<file path="config.mk">
export PLATFORM = sky130hd
export DESIGN_NAME = keypad_entry
export DESIGN_NICKNAME = d
export VERILOG_FILES = /design/src/rtl/keypad_pkg.sv /design/src/rtl/keypad_scan.sv /design/src/rtl/keypad_entry.sv
export SDC_FILE = /design/constraint.sdc
export NUM_CORES = 1
export LEC_CHECK = 0
export ABC_AREA = 0
export BUFFER_PORTS_ARGS = -buffer_cell sky130_fd_sc_hd__buf_2
export CAP_MARGIN = 20
export CORE_ASPECT_RATIO = 0.7
export CORE_MARGIN = 1
export CORE_UTILIZATION = 56
export CTS_CLUSTER_SIZE = 24
export DETAILED_ROUTE_END_ITERATION = 12
export PLACE_DENSITY = 0.77
export SYNTH_ARGS = -nofsm -noshare
export SYNTH_HDL_FRONTEND = slang
export SYNTH_SLANG_ARGS = --single-unit
</file>
<file path="constraint.sdc">
create_clock -name clk -period 6.3 [get_ports clk]
set_clock_uncertainty 0.05 [all_clocks]
set_input_delay 0.63 -clock clk [delete_from_list [all_inputs] [get_ports clk]]
set_output_delay 0.63 -clock clk [all_outputs]
set_load 0.005 [all_outputs]
</file>
<file path="src/rtl/keypad_pkg.sv">
// keypad_pkg: FSM state type, key code constants and snapshot-bit-to-key-code mapping
package keypad_pkg;
  typedef enum logic [1:0] {IDLE, PRESS_CHK, HELD, REL_CHK} state_t;
  localparam logic [3:0] KEY_A = 4'd10;
  localparam logic [3:0] KEY_B = 4'd11;
  localparam logic [3:0] KEY_C = 4'd12;
  localparam logic [3:0] KEY_D = 4'd13;
  localparam logic [3:0] KEY_STAR = 4'd14;
  localparam logic [3:0] KEY_HASH = 4'd15;
  function automatic logic [3:0] key_of(input logic [3:0] idx);
    logic [3:0] r, c;
    r = {2'b00, idx[3:2]};
    c = {2'b00, idx[1:0]};
    return c == 4'd3 ? KEY_A + r : r != 4'd3 ? r * 4'd3 + c + 4'd1 : c == 4'd0 ? KEY_STAR : c == 4'd1 ? 4'd0 : KEY_HASH;
  endfunction
endpackage

</file>
<file path="src/rtl/keypad_scan.sv">
// keypad_scan: row synchroniser, column scan and 16-bit snapshot; ports clk, reset, row in; col, snap, scan_end out
module keypad_scan #(
  parameter int SCAN_DIV = 50000
) (
  input  logic        clk,
  input  logic        reset,
  input  logic [3:0]  row,
  output logic [3:0]  col,
  output logic [15:0] snap,
  output logic        scan_end
);
  localparam int W = $clog2(SCAN_DIV);
  logic [W-1:0] dwell;
  logic [1:0] idx;
  logic [3:0] row_m, row_s;
  logic [15:0] acc;
  logic last;
  assign last = dwell == W'(SCAN_DIV - 1);
  assign col = ~(4'b0001 << idx);
  assign scan_end = last && idx == 2'd3;
  always_comb begin
    snap = acc;
    for (int i = 0; i < 16; i++)
      if (last && idx == 2'(i % 4)) snap[i] = ~row_s[i / 4];
  end
  always_ff @(posedge clk) begin
    if (reset) begin
      row_m <= '0;
      row_s <= '0;
      dwell <= '0;
      idx   <= '0;
      acc   <= '0;
    end else begin
      row_m <= row;
      row_s <= row_m;
      dwell <= last ? '0 : dwell + W'(1);
      idx   <= idx + {1'b0, last};
      acc   <= snap;
    end
  end
endmodule

</file>
<file path="src/rtl/keypad_entry.sv">
// keypad_entry: debounced 4x4 keypad events and two-digit entry; ports clk, reset, row in; col, key_valid, key_code, entry, entry_done out
module keypad_entry import keypad_pkg::*; #(
  parameter int SCAN_DIV = 50000,
  parameter int DEBOUNCE_SCANS = 4
) (
  input  logic       clk,
  input  logic       reset,
  input  logic [3:0] row,
  output logic [3:0] col,
  output logic       key_valid,
  output logic [3:0] key_code,
  output logic [6:0] entry,
  output logic       entry_done
);
  localparam int CW = $clog2(DEBOUNCE_SCANS + 1);
  state_t state, state_n;
  logic [CW-1:0] cnt, cnt_n, nc;
  logic [3:0] cand, cand_n, code_n, k, k_idx;
  logic [6:0] entry_n, digit;
  logic [15:0] snap;
  logic scan_end, single, none, accept, kv_n, done_n;
  keypad_scan #(.SCAN_DIV(SCAN_DIV)) u_scan (
    .clk(clk), .reset(reset), .row(row), .col(col), .snap(snap), .scan_end(scan_end)
  );
  assign none = snap == '0;
  assign single = !none && (snap & (snap - 16'd1)) == '0;
  always_comb begin
    k_idx = '0;
    for (int i = 0; i < 16; i++)
      if (snap[i]) k_idx = 4'(i);
  end
  assign k = key_of(k_idx);
  assign digit = 7'((entry % 7'd10) * 7'd10) + 7'(k);
  // nc is the match count this scan would produce: continue counting on a repeat, restart at 1 otherwise
  always_comb begin
    state_n = state;
    cnt_n   = cnt;
    cand_n  = cand;
    code_n  = key_code;
    entry_n = entry;
    kv_n    = 1'b0;
    done_n  = 1'b0;
    nc      = ((state == PRESS_CHK && k == cand) || state == REL_CHK) ? cnt + CW'(1) : CW'(1);
    accept  = nc == CW'(DEBOUNCE_SCANS);
    if (scan_end) begin
      if (state == IDLE || state == PRESS_CHK) begin
        if (single) begin
          cand_n  = k;
          cnt_n   = nc;
          state_n = accept ? HELD : PRESS_CHK;
          kv_n    = accept;
          done_n  = accept && k == KEY_HASH;
          code_n  = accept ? k : key_code;
          entry_n = !accept ? entry : k <= 4'd9 ? digit : k == KEY_STAR ? 7'd0 : entry;
        end else state_n = IDLE;
      end else if (none) begin
        cnt_n   = nc;
        state_n = accept ? IDLE : REL_CHK;
      end else state_n = HELD;
    end
  end
  always_ff @(posedge clk) begin
    if (reset) begin
      state      <= IDLE;
      cnt        <= '0;
      cand       <= '0;
      key_valid  <= 1'b0;
      key_code   <= '0;
      entry      <= '0;
      entry_done <= 1'b0;
    end else begin
      state      <= state_n;
      cnt        <= cnt_n;
      cand       <= cand_n;
      key_valid  <= kv_n;
      key_code   <= code_n;
      entry      <= entry_n;
      entry_done <= done_n;
    end
  end
endmodule
</file>
==> impl_metrics.tcl <==
set metrics [dict create \
    async_flop_share_pct 0 \
    cts_root_buffer "clkbuf_16" \
    chipHeight_um 78.2 \
    netlist_area_mm2 0.00464 \
    overflow 0 \
    tightest_slew_ns 0.821 \
    timing.rr.start "u_scan.dwell[13]$_SDFF_PP0_" \
    rows 27 \
    area_growth_pct 14.9 \
    grt_max_degree 44 \
    critPathSlowestCell "fa_2" \
    setup_viol 0 \
    ant_nets 0 \
    post_dp_cell_area_mm2 0.00490 \
    drc 1 \
    grt_first_pass_wirelength_mm 21.5 \
    final_cells 740 \
    slew-limit-headroom_pct 45.2 \
    cp_common_cell "xnor2_1" \
    die_x_um 111 \
    clock.fmax_mhz 163 \
    synth_edf_count 0 \
    fin_crit_sh_pct 97.4 \
    ir_drop_uv 220 \
    clock_latency_ns 0.33 \
    hold_buffers 0 \
    leakage_nw 2.11 \
    core_area_mm2 0.00794 \
    status "finished, violations left" \
    fill_cells 616 \
    ys_ff_latch 64 \
    antenna_cells 0 \
    cts_made_buffers 9 \
    syn_nets 632 \
    hold_viol 0 \
    final_layout_size_suffix_gt1_share_pct 16.6 \
    cp_num_buf_inv 3 \
    num_vias 4891 \
    cts.sinks 64 \
    max_cap_viol_count 0 \
    slew_violations 0 \
    cts_tree "done" \
    critPathArrivalTime_ns 6.29 \
    worstSetupPathType "reg2reg" \
    dieArea_mm2 0.00866 \
    critPathMaxStageDelay_ns 0.66 \
    syn_area_per_cell_um2 7.64 \
    io_buffers 22 \
    multi_input_area_mm2 0.00324 \
    synthFlopType "dfxtp_1" \
    gp_congestion 1.03 \
    ys_warn_count 0 \
    viasPerCell 6.61 \
    drt_pass1_iterations 10 \
    hpwl_mm 9.75 \
    start_util_pct 58.4 \
    post_drt_wl_per_cell_um 18.3 \
    wirelength_mm 13.6 \
    place_inst 718 \
    total_power_w 0.000929 \
    cp_top_family "simple AND/OR/NAND/NOR gates" \
    hold_start "u_scan.row_m[1]$_SDFF_PP0_" \
    netlist_instances 607 \
    drtIter0Drc 636 \
    hold_path_class "reg2reg" \
    clockBufferDepth 2 \
    synth_cell_type_count 73 \
    antenna_found_initial 0 \
    path_max_fanout 6 \
    clkTransAtPathRegs_ns 0.06 \
    htreeDepth 3 \
    pwr_density_cell_mw_per_mm2 174 \
    grt_pass1_vias 4337 \
    crit_path_end_kind "register" \
    io_pins 23 \
    yosysSeqAreaShare_pct 27.6 \
    violations "design-rule violations" \
    seqCellArea_mm2 0.00128 \
    required_ns 6.46 \
    final_util_pct 67.1 \
    startpoint_type "register" \
    stdcell_area_mm2 0.00533 \
    worst-r2r-setup-slack_ns 0.16 \
    layout_min_cycle_time_ns 6.14 \
    track_usage_pct 31.0 \
    critPathLaunch "u_scan.dwell[13]$_SDFF_PP0_" \
    fin_nets 659 \
]
## synthesized netlist by cell type, types with 3 or more instances
cell	instances	area (µm²)
o31ai_1	4	30.0
nand3_1	25	125
clkbuf_1	25	93.8
o22ai_1	7	43.8
mux2_2	5	56.3
a22o_1	3	26.3
and3_1	10	62.6
nor2b_1	18	113
o21ai_1	3	15.0
fa_1	3	60.1
nand2b_1	11	68.8
o211ai_1	5	37.5
xor2_1	10	87.6
nor3b_1	5	37.5
o21a_1	6	45.0
nand4_1	14	87.6
a211oi_1	6	45.0
a31oi_1	8	50.1
nand2_1	55	206
or4_1	4	30.0
or3_1	3	18.8
nor2_1	77	289
xnor2_1	18	158
mux2i_1	12	120
dfxtp_1	64	1280
a211o_1	4	35.0
o21ai_0	33	165
a21oi_1	37	185
buf_2	5	25.0
ha_1	16	200
or2_2	7	43.8
o2111ai_1	3	26.3
nor3_1	20	100
nand4b_1	4	35.0
and2_1	6	37.5
a21o_1	6	45.0
o211a_1	3	30.0
inv_1	17	63.8
## cells in the final DEF (no fill, tap or decap), drive strengths merged, types with 5 or more instances in the layout
cell,n
nor2,77
dfxtp,64
nand2,55
buf,48
a21oi,39
o21ai,36
nand3,25
nor3,20
nor2b,18
xnor2,18
inv,18
ha,16
nand4,14
mux2i,12
nand2b,11
clkbuf,11
and3,10
xor2,10
a31oi,8
or2,7
and2,7
o22ai,7
a21o,6
o21a,6
a211oi,6
mux2,5
o211ai,5
o31ai,5
nor3b,5
## logic make-up (layout without fill, tap and decap cells)
logic type      after synthesis  count (layout)  synth area share (%)
xor+xnor                     28              28                  5.29
fa+ha+maj                    20              20                  5.83
simple gates                275             275                  30.8
compound gates              153             153                  22.5
mux                          17              17                  3.80
flops                        64              64                  27.6
buf+inv                      50              82                  4.18
## final cells by class
| class | instances | area share, % |
|---|---|---|
| clock buffers | 11 | 4.56 |
| multi-input cells | 493 | 60.9 |
| clock inverters | 5 | 1.06 |
| well taps | 101 | 2.37 |
| flip-flops and latches | 64 | 24.1 |
| repair buffers | 48 | 5.80 |
| inverters | 18 | 1.27 |
## path summary, 6_finish.rpt
kind | endpoint | cells past startpoint
max reg2reg | entry[6]$_SDFFE_PP0P_ | 26
min | u_scan.row_s[1]$_SDFF_PP0_ | 1
min reg2reg | u_scan.row_s[1]$_SDFF_PP0_ | 1
max | entry[6]$_SDFFE_PP0P_ | 26
## layer usage
layer | global-route usage, % | routed length [µm] | share of wire, % | vias up
met5 | 0 | 0 | 0 | -
met4 | 9.60 | 267 | 2.0 | 0
met3 | 10.2 | 1630 | 12 | 44
met2 | 43.7 | 5630 | 42 | 321
met1 | 44.3 | 6030 | 44 | 2262
li1 | - | - | - | 2264
## through the flow
step / worst slack [ns] / hold slack (ns) / TNS, ns
CTS: 0.0802 / 0.385 / 0
global route: -0.105 / 0.410 / -0.142
detailed placement: 0.184 / 0.374 / 0
finish: 0.164 / 0.385 / 0
floorplan: 0.226 / 0.364 / 0
global placement: 0.383 / 0.366 / 0
## flip-flops by register name, indices dropped and copies added, names as in the netlist, 2 cells and up
register,cells
u_scan.acc,16
u_scan.dwell,16
entry,7
cand,4
key_code,4
u_scan.row_m,4
u_scan.row_s,4
cnt,3
state,2
u_scan.idx,2
## worst reg2reg max path: stages, from the launching register on
cell,delay [ns]
dfxtp_1,0.35
or4b_4,0.60
nor4_4,0.35
nand3_1,0.15
o31ai_1,0.19
nand3_1,0.26
nor3b_2,0.27
inv_1,0.13
fa_2,0.66
xnor2_1,0.10
ha_1,0.27
nor3_1,0.27
o211ai_1,0.16
nor2_1,0.11
and4_1,0.27
nor3_2,0.07
o31ai_2,0.21
buf_4,0.20
inv_1,0.07
ha_1,0.30
a21o_1,0.18
a21oi_2,0.17
nor2_1,0.08
xnor2_1,0.13
xnor2_1,0.19
xnor2_1,0.13
o22ai_1,0.09
## what timing repair did
item / in CTS / in global routing
gates resized for setup: 0 / 21
endpoints found under the setup margin: 0 / 18
setup buffers: 0 / 6
## where the power goes
| group | switching (W) | internal (W) |
|---|---|---|
| Combinational | 0.0000117 | 0.00000559 |
| Clock | 0.000182 | 0.000316 |
| Sequential | 0.00000463 | 0.000409 |
Note: power is estimated with default switching activity, not from simulation.
